===== src/rtl/wb_stage_pkg.sv =====
// Shared definitions for the write-back stage: bus layout, exception codes and CP0 addresses.
package wb_stage_pkg;

    localparam int unsigned MS_TO_WS_BUS_WD = 110;
    localparam int unsigned WS_TO_RF_BUS_WD = 38;

    localparam logic [31:0] EX_ENTRY = 32'hbfc0_0380;

    localparam logic [4:0] NO_EX    = 5'h1f;
    localparam logic [4:0] EXC_INT  = 5'h00;
    localparam logic [4:0] EXC_ADEL = 5'h04;
    localparam logic [4:0] EXC_ADES = 5'h05;

    // CP0 register addresses as {rd, sel}
    localparam logic [7:0] CP0_BADVADDR = {5'd8,  3'd0};
    localparam logic [7:0] CP0_COUNT    = {5'd9,  3'd0};
    localparam logic [7:0] CP0_COMPARE  = {5'd11, 3'd0};
    localparam logic [7:0] CP0_STATUS   = {5'd12, 3'd0};
    localparam logic [7:0] CP0_CAUSE    = {5'd13, 3'd0};
    localparam logic [7:0] CP0_EPC      = {5'd14, 3'd0};

    typedef struct packed {
        logic        pc_error;
        logic [31:0] badvaddr;
        logic [4:0]  ex_code;
        logic        eret;
        logic        slot;
        logic        gr_we;
        logic [4:0]  dest;
        logic [31:0] result;
        logic [31:0] pc;
    } ms_to_ws_bus_t;

    function automatic logic is_addr_err(input logic [4:0] code);
        return (code == EXC_ADEL) || (code == EXC_ADES);
    endfunction

endpackage


===== src/rtl/wb_stage_cp0_regs.sv =====
// CP0 register file: Status, Cause, EPC, BadVAddr, Count, Compare and the
// timer/interrupt-pending logic.
module cp0_regs
    import wb_stage_pkg::*;
(
    input  logic        clk,
    input  logic        resetn,
    input  logic [5:0]  hw_int,
    input  logic        ex_commit,
    input  logic [4:0]  ex_code,
    input  logic        ex_slot,
    input  logic [31:0] ex_pc,
    input  logic        ex_pc_error,
    input  logic [31:0] ex_badvaddr,
    input  logic        eret_commit,
    input  logic        mtc0_we,
    input  logic [7:0]  cp0_addr,
    input  logic [31:0] mtc0_wdata,
    output logic [31:0] cp0_rdata_c,
    output logic [31:0] epc,
    output logic        int_pending_c
);

    logic [7:0]  status_im_q, status_im_d;
    logic        status_exl_q, status_exl_d;
    logic        status_ie_q, status_ie_d;
    logic        cause_bd_q, cause_bd_d;
    logic        cause_ti_q, cause_ti_d;
    logic [5:0]  cause_ip_hw_q, cause_ip_hw_d;
    logic [1:0]  cause_ip_sw_q, cause_ip_sw_d;
    logic [4:0]  cause_exc_q, cause_exc_d;
    logic [31:0] epc_q, epc_d;
    logic [31:0] badvaddr_q, badvaddr_d;
    logic [31:0] count_q, count_d;
    logic [31:0] compare_q, compare_d;
    logic        tick_q, tick_d;

    always_comb begin
        status_im_d   = status_im_q;
        status_exl_d  = status_exl_q;
        status_ie_d   = status_ie_q;
        cause_bd_d    = cause_bd_q;
        cause_ip_sw_d = cause_ip_sw_q;
        cause_exc_d   = cause_exc_q;
        epc_d         = epc_q;
        badvaddr_d    = badvaddr_q;
        compare_d     = compare_q;
        tick_d        = ~tick_q;
        count_d       = count_q + 32'(tick_q);
        cause_ti_d    = cause_ti_q | (count_q == compare_q);
        cause_ip_hw_d = {hw_int[5] | cause_ti_q, hw_int[4:0]};

        if (mtc0_we) begin
            case (cp0_addr)
                CP0_STATUS: begin
                    status_im_d  = mtc0_wdata[15:8];
                    status_exl_d = mtc0_wdata[1];
                    status_ie_d  = mtc0_wdata[0];
                end
                CP0_CAUSE:   cause_ip_sw_d = mtc0_wdata[9:8];
                CP0_EPC:     epc_d         = mtc0_wdata;
                CP0_COUNT:   count_d       = mtc0_wdata;
                // a Compare write acknowledges the timer and masks a same-cycle match
                CP0_COMPARE: begin
                    compare_d  = mtc0_wdata;
                    cause_ti_d = 1'b0;
                end
                default: ;
            endcase
        end

        if (ex_commit) begin
            status_exl_d = 1'b1;
            cause_exc_d  = ex_code;
            cause_bd_d   = ex_slot;
            if (!status_exl_q) begin
                epc_d = ex_slot ? (ex_pc - 32'd4) : ex_pc;
            end
            if (is_addr_err(ex_code)) begin
                badvaddr_d = ex_pc_error ? ex_pc : ex_badvaddr;
            end
        end

        if (eret_commit) begin
            status_exl_d = 1'b0;
        end
    end

    always_ff @(posedge clk or negedge resetn) begin
        if (!resetn) begin
            status_im_q   <= '0;
            status_exl_q  <= 1'b0;
            status_ie_q   <= 1'b0;
            cause_bd_q    <= 1'b0;
            cause_ti_q    <= 1'b0;
            cause_ip_hw_q <= '0;
            cause_ip_sw_q <= '0;
            cause_exc_q   <= '0;
            epc_q         <= '0;
            badvaddr_q    <= '0;
            count_q       <= '0;
            compare_q     <= '0;
            tick_q        <= 1'b0;
        end else begin
            status_im_q   <= status_im_d;
            status_exl_q  <= status_exl_d;
            status_ie_q   <= status_ie_d;
            cause_bd_q    <= cause_bd_d;
            cause_ti_q    <= cause_ti_d;
            cause_ip_hw_q <= cause_ip_hw_d;
            cause_ip_sw_q <= cause_ip_sw_d;
            cause_exc_q   <= cause_exc_d;
            epc_q         <= epc_d;
            badvaddr_q    <= badvaddr_d;
            count_q       <= count_d;
            compare_q     <= compare_d;
            tick_q        <= tick_d;
        end
    end

    always_comb begin
        case (cp0_addr)
            CP0_STATUS:   cp0_rdata_c = {9'b0, 1'b1, 6'b0, status_im_q, 6'b0, status_exl_q, status_ie_q};
            CP0_CAUSE:    cp0_rdata_c = {cause_bd_q, cause_ti_q, 14'b0, cause_ip_hw_q, cause_ip_sw_q,
                                         1'b0, cause_exc_q, 2'b0};
            CP0_EPC:      cp0_rdata_c = epc_q;
            CP0_BADVADDR: cp0_rdata_c = badvaddr_q;
            CP0_COUNT:    cp0_rdata_c = count_q;
            CP0_COMPARE:  cp0_rdata_c = compare_q;
            default:      cp0_rdata_c = 32'd0;
        endcase
    end

    assign epc           = epc_q;
    assign int_pending_c = status_ie_q && !status_exl_q &&
                           |({cause_ip_hw_q, cause_ip_sw_q} & status_im_q);

endmodule


===== src/rtl/wb_stage.sv =====
// MIPS write-back stage: commits RF writes, drives the trace, and takes
// exceptions/interrupts/ERET at commit using the CP0 block.
module wb_stage
    import wb_stage_pkg::*;
(
    input  logic                       clk,
    input  logic                       resetn,
    input  logic                       ms_to_ws_valid,
    input  logic [MS_TO_WS_BUS_WD-1:0] ms_to_ws_bus,
    output logic                       ws_allowin,
    input  logic                       MFC0,
    input  logic                       MTC0,
    input  logic [7:0]                 cp0_addr,
    input  logic [5:0]                 hw_int,
    output logic [WS_TO_RF_BUS_WD-1:0] ws_to_rf_bus,
    output logic [4:0]                 WB_dest,
    output logic [31:0]                WB_dest_data,
    output logic                       WS_EX,
    output logic                       ERET,
    output logic [31:0]                ws_redirect_pc,
    output logic [31:0]                debug_wb_pc,
    output logic [3:0]                 debug_wb_rf_wen,
    output logic [4:0]                 debug_wb_rf_wnum,
    output logic [31:0]                debug_wb_rf_wdata
);

    logic          ws_valid_q, ws_valid_d;
    ms_to_ws_bus_t bus_q, bus_d;
    logic          mfc0_q, mfc0_d;
    logic          mtc0_q, mtc0_d;
    logic [7:0]    cp0_addr_q, cp0_addr_d;

    logic [4:0]    ex_code_c;
    logic          ws_ex_c;
    logic          eret_c;
    logic          rf_we_c;
    logic [31:0]   rf_wdata_c;
    logic [31:0]   cp0_rdata_c;
    logic [31:0]   epc;
    logic          int_pending_c;

    always_comb begin
        ws_valid_d = ms_to_ws_valid;
        bus_d      = bus_q;
        mfc0_d     = mfc0_q;
        mtc0_d     = mtc0_q;
        cp0_addr_d = cp0_addr_q;
        if (ms_to_ws_valid) begin
            bus_d      = ms_to_ws_bus_t'(ms_to_ws_bus);
            mfc0_d     = MFC0;
            mtc0_d     = MTC0;
            cp0_addr_d = cp0_addr;
        end
    end

    always_ff @(posedge clk or negedge resetn) begin
        if (!resetn) begin
            ws_valid_q <= 1'b0;
            bus_q      <= '0;
            mfc0_q     <= 1'b0;
            mtc0_q     <= 1'b0;
            cp0_addr_q <= '0;
        end else begin
            ws_valid_q <= ws_valid_d;
            bus_q      <= bus_d;
            mfc0_q     <= mfc0_d;
            mtc0_q     <= mtc0_d;
            cp0_addr_q <= cp0_addr_d;
        end
    end

    // a pending interrupt outranks whatever the instruction itself raised
    assign ex_code_c  = (ws_valid_q && int_pending_c) ? EXC_INT : bus_q.ex_code;
    assign ws_ex_c    = ws_valid_q && (ex_code_c != NO_EX);
    assign eret_c     = ws_valid_q && bus_q.eret && !ws_ex_c;
    assign rf_we_c    = ws_valid_q && bus_q.gr_we && !ws_ex_c;
    assign rf_wdata_c = mfc0_q ? cp0_rdata_c : bus_q.result;

    cp0_regs u_cp0_regs (
        .clk           (clk),
        .resetn        (resetn),
        .hw_int        (hw_int),
        .ex_commit     (ws_ex_c),
        .ex_code       (ex_code_c),
        .ex_slot       (bus_q.slot),
        .ex_pc         (bus_q.pc),
        .ex_pc_error   (bus_q.pc_error),
        .ex_badvaddr   (bus_q.badvaddr),
        .eret_commit   (eret_c),
        .mtc0_we       (ws_valid_q && mtc0_q && !ws_ex_c),
        .cp0_addr      (cp0_addr_q),
        .mtc0_wdata    (bus_q.result),
        .cp0_rdata_c   (cp0_rdata_c),
        .epc           (epc),
        .int_pending_c (int_pending_c)
    );

    assign ws_allowin        = 1'b1;
    assign ws_to_rf_bus      = {rf_we_c, bus_q.dest, rf_wdata_c};
    assign WB_dest           = ws_valid_q ? bus_q.dest : 5'd0;
    assign WB_dest_data      = rf_wdata_c;
    assign WS_EX             = ws_ex_c;
    assign ERET              = eret_c;
    assign ws_redirect_pc    = ws_ex_c ? EX_ENTRY : (eret_c ? epc : 32'd0);
    assign debug_wb_pc       = bus_q.pc;
    assign debug_wb_rf_wen   = {4{rf_we_c}};
    assign debug_wb_rf_wnum  = bus_q.dest;
    assign debug_wb_rf_wdata = rf_wdata_c;

endmodule

===== config.mk =====
export PLATFORM = sky130hd
export DESIGN_NAME = wb_stage
export DESIGN_NICKNAME = d
export VERILOG_FILES = /design/src/rtl/wb_stage_pkg.sv /design/src/rtl/wb_stage_cp0_regs.sv /design/src/rtl/wb_stage.sv
export SDC_FILE = /design/constraint.sdc
export NUM_CORES = 1
export LEC_CHECK = 0
export ABC_AREA = 1
export BUFFER_PORTS_ARGS = -buffer_cell sky130_fd_sc_hd__buf_2
export CAP_MARGIN = 15
export CORE_AREA = 4 4 167 210
export DETAILED_ROUTE_END_ITERATION = 10
export DIE_AREA = 0 0 171 214
export HOLD_SLACK_MARGIN = 0.05
export MAX_ROUTING_LAYER = met4
export PLACE_DENSITY = 0.75
export SLEW_MARGIN = 0
export SYNTH_ARGS = -nofsm -noshare
export SYNTH_HDL_FRONTEND = slang
export SYNTH_HIERARCHICAL = 1
export SYNTH_SLANG_ARGS = --single-unit

===== constraint.sdc =====
create_clock -name clk -period 2.68 [get_ports clk]
set_input_delay 0.67 -clock clk [delete_from_list [all_inputs] [get_ports clk]]
set_output_delay 0.67 -clock clk [all_outputs]
set_load 0.1 [all_outputs]

==> summary.txt, run 1 <==
result of the run = finished, violations left
worst hold path type = primary input to flop
count of buffers from port buffering = 310
insertion delay of the later-clocked pin in the worst-skew pair = 0.57 ns
Crit path largest cell delay = 0.39 ns
root buf cell = clkbuf_16
total of flip-flops plus latches after synthesis = 275
pins over their slew limit = 0
top post-synthesis cells by area = dfrtp_1 43%, nand2_1 12%, o21ai_0 6.8%, inv_1 6.0%, mux2_4 5.8%
vias in the first global route = 14800
Die Footprint = 36600 um^2
power consumption = 13.9 mW
top-area cell type share of the netlist area = 43.0%
Die Ht = 214 um
startpoint of the lowest-slack hold path = hw_int[2]
vias per inst = 5.69
I/O Pins = 312
required time of the worst setup path = 2.01 ns
fin crit share = 124%
setup repair after global routing missed its margin = yes
worst setup slack after layout = -0.645 ns
worst reg2reg path startpoint = u_cp0_regs/status_im_q[7]
proportion of layout cells with a drive suffix above 1 = 37.5%
number of instances in the synthesized netlist = 2025
starting density of the core = 48.2%
clock buffers created by TritonCTS = 29
number of antenna violations at the first check in global routing = 1
Final Instance Area = 23300 um^2
Core ar. = 33200 um^2
Worst VDD drop = 0.586 mV
sinks on the clock net = 275
Post-Place Setup Slack = -0.344 ns
Bufs on Longest Clock Path = 3
die boundary width = 171 um
via total after detailed routing = 15800
Final Setup Violations = 175
most common cell in the synthesized netlist = nand2_1
detail-routed net length per standard cell = 22.1 um
total leakage power = 11.1 nW
total grt overflow = 0
Final Hold Vio Count = 0
count of maximum capacitance violations = 0
critical-path cell list = inv_2, nand3_2, nor2_4, buf_6, nand2_4, buf_8, o22ai_4, a21oi_2, nand2_1, nand2_2, o21ai_4, buf_12
synthesized area per cell = 7.91 um^2
total negative slack for setup checks = -70.51 ns
worst rel slew slack = 40.9%
maximum clock frequency = 301 MHz
prevailing post-synth register cell = dfrtp_1
Top Layer Used = met4
DR iter-0 viols = 1741
amount of wire on met3 after detailed routing = 4790 um
Critical path buffers and inverters = 4
area growth from synthesis to layout = 45.8%
Max Fanout on Critical Path = 5
cell with the biggest individual delay on the critical path = dfrtp_1
remaining number of nets flagged by the antenna check after routing = 0
WS Path Type = flop to primary output
CTS tree = built
distinct cell type count after synthesis = 42
Final min period = 3.33 ns
top post-synthesis cells by count = 510 x nand2_1, 275 x dfrtp_1, 255 x inv_1, 216 x o21ai_0, 159 x nor2_1
total half-perimeter wirelength after legalization and detailed placement = 42400 um
library cell with the largest summed area after synthesis = dfrtp_1
num rows = 75
number of enable-type register cells in the synthesized netlist = 0
kind of cell adding the most delay to the critical path = buffers and inverters
cell area reported after detailed placement = 20200 um^2
number of design rule violations left after detail routing = 0
H-tree depth reported by CTS = 1
DRT met1 WL = 23000 um
Total Routing Usage GR = 30.8%
data arrival time of the critical path = 2.66 ns
Final Net Count = 2469
number of optimization iterations in the first detailed-route pass = 6
clock slew at the register clock pins of the worst setup and hold paths = 0.06 ns
synth warn = 6
register area share after synthesis = 43.0%
start point of the critical path = cp0_addr_q[1]
Slew @ Worst Pin = 0.887 ns
violated checks = negative setup slack
setup skew after layout = 0.0198 ns
Async S/R FF share, synth = 100%
routed wire length on met2 = 30300 um
Post-Route WL = 61400 um
post-layout utilization of the core = 70.3%
Worst Setup Start Kind = flop
global-route wire length before repair = 86100 um
nature of the critical path endpoint = primary output
Pwr Density = 597 nW/um^2
cell area after synthesis = 16000 um^2
weighted congestion at the end of routability-driven global placement = 1.02
net count of the mapped netlist = 2157
maximum number of pins on one net before global-route repair = 68
[timing repair]
item | CTS | global route
endpoints found under the hold margin | 46 | 0
setup endpoints to repair | 139 | 260
setup buffers | 20 | 41
hold buffers | 1 | 0
resized for setup | 188 | 217
pin swaps | 32 | 48
gates cloned | 3 | 15
[state kept, by name, summed over array words and instances (netlist names), 2 cells and up]
signal and cells:
u_cp0_regs/cause_exc_q 5, debug_wb_rf_wnum 5, u_cp0_regs/cause_ip_sw_q 2, debug_wb_pc 32, bus_q 73, u_cp0_regs/compare_q 32, u_cp0_regs/cause_ip_hw_q 6, u_cp0_regs/count_q 32
cp0_addr_q 8, u_cp0_regs/status_im_q 8, u_cp0_regs/badvaddr_q 32, u_cp0_regs/epc 32
[routing by layer]
metal  up-vias  GRT usage, %
met4         0          10.5
met5         -             -
li1       6989             -
met1      7619          41.1
met2       985          49.5
met3       231          3.08
[worst reg2reg max path: stages (launching register included)]
cell and delay (ns):
dfrtp_1 0.34, inv_2 0.04, o22ai_2 0.22, nor2_2 0.08, a21oi_4 0.23, a21oi_4 0.09
buf_6 0.14, buf_4 0.13, nand2_4 0.07, nand2_8 0.08, clkinvlp_4 0.14, buf_6 0.15
nand2_4 0.07, nor4_4 0.32, buf_6 0.21, clkbuf_16 0.18, o211ai_1 0.10, o21ai_1 0.15
[cells by family (layout without fill, tap and decap cells)]
kind of cell	Yosys count	after routing	synth area share, %
AO/OA/AOI/OAI	347	347	11.4
XOR/XNOR	38	38	2.08
adder cells (fa/ha/maj)	3	3	0.234
buffers and inverters	453	785	14.5
flip-flops	275	275	43.0
multiplexers	85	85	7.40
other	1	2	0.0234
AND/OR/NAND/NOR	823	823	21.4
[per-stage QoR]
| step | hold slack [ns] | cells |
|---|---|---|
| after global routing | 0.196 | 2781 |
| after CTS | 0.204 | 2727 |
| after floorplan | 0.374 | 2025 |
| after detailed placement | 0.417 | 2655 |
| final | 0.219 | 2781 |
| after global placement | 0.411 | 2655 |
[layout by cell type (no fill, tap or decap), types with 55 or more instances in the layout]
cell and count:
buf_4 74, nand2_2 55, inv_1 237, nand2_1 438, nand3_1 72, nor2_1 133, mux2_4 62, buf_12 162
buf_2 173, o21ai_1 59, dfrtp_1 272, o21ai_0 119
[where the power goes]
| part | internal, mW | switching [mW] | leakage [nW] |
|---|---|---|---|
| registers | 4.66 | 0.610 | 3.40 |
| clock network | 2.52 | 1.77 | 0.492 |
| logic | 1.37 | 3.00 | 7.24 |
[path summary, 6_finish.rpt]
check / slack (ns) / cells after the start / to
setup / recovery: -0.65 / 12 / WB_dest_data[15]
hold / removal: 0.22 / 1 / u_cp0_regs/cause_ip_hw_q[2]
setup reg to reg: -0.15 / 17 / u_cp0_regs/badvaddr_q[12]
hold reg to reg: 0.44 / 1 / u_cp0_regs/tick_q
max in group asynchronous: 1.34 / 3 / u_cp0_regs/status_im_q[3]
min in group asynchronous: 0.61 / 2 / debug_wb_pc[25]
[layout make-up]
| class | count | area, um^2 |
|---|---|---|
| repair buffers | 470 | 5580 |
| clock inverters | 13 | 171 |
| multi-input cells | 1297 | 8270 |
| inverters | 262 | 1070 |
| fillers | 2364 | 9880 |
| well taps | 423 | 529 |
| clock buffers | 38 | 820 |
| repair inverters | 2 | 17.5 |
| diodes | 1 | 2.50 |
| flip-flops and latches | 275 | 6890 |
Note: power is estimated with default switching activity, not from simulation.
==> run 2, diff against run 1 <==
clock period = 3.44 ns   (was 2.68 ns; I/O delays follow)
==> summary.txt, run 2 (same netlist as run 1, synthesis figures left out) <==
proportion of layout cells with a drive suffix above 1 = 31.0% (-6.5 points)
WS Path Type = flop to primary output
switch share = 38.1% (-0.52 points)
Die Ht = 214 um (unchanged)
Total Routing Usage GR = 29.9% (-0.93 points)
Die Footprint = 36600 um^2 (unchanged)
count of maximum capacitance violations = 0 (unchanged)
Worst Setup Start Kind = flop
Bufs on Longest Clock Path = 3 (unchanged)
maximum number of pins on one net before global-route repair = 90 (+32%)
insertion delay of the later-clocked pin in the worst-skew pair = 0.57 ns (about the same)
pins over their slew limit = 0 (unchanged)
vias in the first global route = 14400 (-2.5%)
clock buffers created by TritonCTS = 28 (-3.4%)
Final Hold Vio Count = 0 (unchanged)
worst setup slack after layout = -0.115 ns (+0.531 ns)
count of buffers from port buffering = 310 (unchanged)
Worst VDD drop = 0.443 mV (-24%)
combined flip-flop and latch cell area = 6890 um^2 (about the same)
weighted congestion at the end of routability-driven global placement = 1.03 (+0.81%)
number of optimization iterations in the first detailed-route pass = 5 (-1)
Pwr Density = 491 nW/um^2 (-18%)
detail-routed net length per standard cell = 21.2 um (-4.2%)
worst rel slew slack = 43.0% (+2.2 points)
sinks on the clock net = 275 (unchanged)
area of combinational cells with multiple inputs = 7730 um^2 (-6.5%)
Final min period = 3.55 ns
Final Net Count = 2378 (-3.7%)
num rows = 75 (unchanged)
cell area reported after detailed placement = 19200 um^2 (-4.7%)
setup skew after layout = 0.0133 ns (-0.00647 ns)
Fill cells = 2705 (+14%)
data arrival time of the critical path = 2.69 ns (+0.03 ns)
leading cell type in the layout, fill and taps excluded = nand2_1
maximum clock frequency = 281 MHz
violated checks = negative setup slack
CTS tree = built
top register by number of flip-flops = bus_q
Final Instance Area = 21500 um^2 (-7.8%)
required time of the worst setup path = 2.58 ns (+0.57 ns)
switching power = 4.03 mW (-25%)
nature of the critical path endpoint = primary output
total half-perimeter wirelength after legalization and detailed placement = 41600 um (-1.9%)
Final Setup Violations = 86 (-51%)
Core ar. = 33200 um^2 (unchanged)
DR iter-0 viols = 1576 (-9.5%)
global-route wire length before repair = 83600 um (-2.9%)
I/O Pins = 312 (unchanged)
area growth from synthesis to layout = 34.5%
via total after detailed routing = 14800 (-6.6%)
part of the power in the clock network = 31.0% (+0.2 points)
total grt overflow = 0 (unchanged)
Max Fanout on Critical Path = 6 (+1)
most frequent cells in the layout = 481 x nand2_1, 271 x dfrtp_1, 239 x inv_1, 173 x buf_2, 153 x o21ai_0
root buf cell = clkbuf_16
total negative slack for setup checks = -3.71 ns (+66.81 ns)
vias per inst = 5.48 (-3.7%)
Post-Route WL = 57100 um (-7.1%)
remaining number of nets flagged by the antenna check after routing = 0 (unchanged)
Largest register FFs = 73 (unchanged)
H-tree depth reported by CTS = 1 (unchanged)
number of antenna violations at the first check in global routing = 6 (+5)
worst hold path type = primary input to asynchronous set/reset pin
number of design rule violations left after detail routing = 0 (unchanged)
die boundary width = 171 um (unchanged)
Combinational Power Share = 30.4% (-1.0 points)
total leakage power = 10.3 nW (-7.9%)
worst hold slack = 0.173 ns (-0.0461 ns)
Flop pwr share = 38.6% (+0.8 points)
result of the run = finished, violations left
cell-internal power = 6.54 mW (-23%)
clock slew at the register clock pins of the worst setup and hold paths = 0.07 ns (about the same)
Slew @ Worst Pin = 0.854 ns (-0.0323 ns)
fin crit share = 103%
# hold bufs at CTS = 0 (-1)
setup repair after global routing missed its margin = yes
starting density of the core = 48.2% (unchanged)
==> run 2: cell count changes in the layout (fill, tap and decap cells not counted), sizes merged <==
cell         before  now
buf             459  376
clkbuf           48   41
clkinv           13    8
clkinvlp          2    7
diode             1    6
dlygate4sd3       1    0
inv             258  259
nand3            90   91
==> run 2: timing repair <==
item,in CTS,in global routing
setup endpoints to repair,122,132
resized for setup,74,172
setup buffers,2,24
cloned,1,7
pin swaps,5,28
==> run 2: area by class of cell <==
type	count	share of cell area (%)
multi-input cells	1298	35.9
flip-flops and latches	275	32.0
repair buffers	381	20.3
inverters	262	4.64
clock buffers	36	3.68
well taps	423	2.46
clock inverters	16	0.912
diodes	6	0.0697
==> run 2: power by group through the flow <==
stage          combinational [mW]  sequential [mW]  clock (mW)
2_1_floorplan                2.28             3.89           0
3_3_place_gp                 3.03             4.08           0
4_1_cts                      3.11             4.04        3.30
5_1_grt                      3.38             4.11        3.42
3_5_place_dp                 3.06             4.09           0
6_report                     3.22             4.08        3.28
==> run 2: worst paths after layout <==
| kind | from | endpoint | slack, ns | cells past startpoint |
|---|---|---|---|---|
| max | cp0_addr_q[7] | WB_dest_data[28] | -0.11 | 11 |
| min | resetn | bus_q[32] | 0.17 | 1 |
| max reg2reg | u_cp0_regs/cause_ip_hw_q[5] | u_cp0_regs/epc[27] | 0.55 | 15 |
| min reg2reg | u_cp0_regs/tick_q | u_cp0_regs/tick_q | 0.44 | 1 |
| max in group asynchronous | resetn | u_cp0_regs/compare_q[30] | 2.39 | 2 |
| min in group clk | hw_int[4] | u_cp0_regs/cause_ip_hw_q[4] | 0.40 | 1 |
==> run 2: layer usage <==
layer | global-route usage, % | up-vias | routed length (um)
met2 | 48.6 | 718 | 28200
met1 | 39.4 | 7110 | 22200
met4 | 10.4 | 0 | 2690
met5 | - | - | 0
li1 | - | 6795 | -
met3 | 2.81 | 160 | 4020
==> run 2: critical path, stage by stage (launching register included) <==
cell and delay, ns:
dfrtp_1 0.40, inv_2 0.08, nand2_4 0.08, nor3_4 0.32
nand2_4 0.18, clkinvlp_4 0.24, buf_4 0.15, nand2_1 0.05
o2111ai_2 0.08, nand2_1 0.15, o21ai_4 0.18, buf_12 0.22
==> run 2: per-stage QoR <==
step           utilization, %  total power, mW  cells  setup WS, ns
2_1_floorplan               -             6.18   2025      -0.00445
3_3_place_gp             57.9             7.11   2606         0.368
3_5_place_dp             57.9             7.15   2606         0.318
4_1_cts                  61.7             10.4   2661       -0.0692
5_1_grt                  64.8             10.9   2697        -0.242
6_report                 64.8             10.6   2697        -0.115
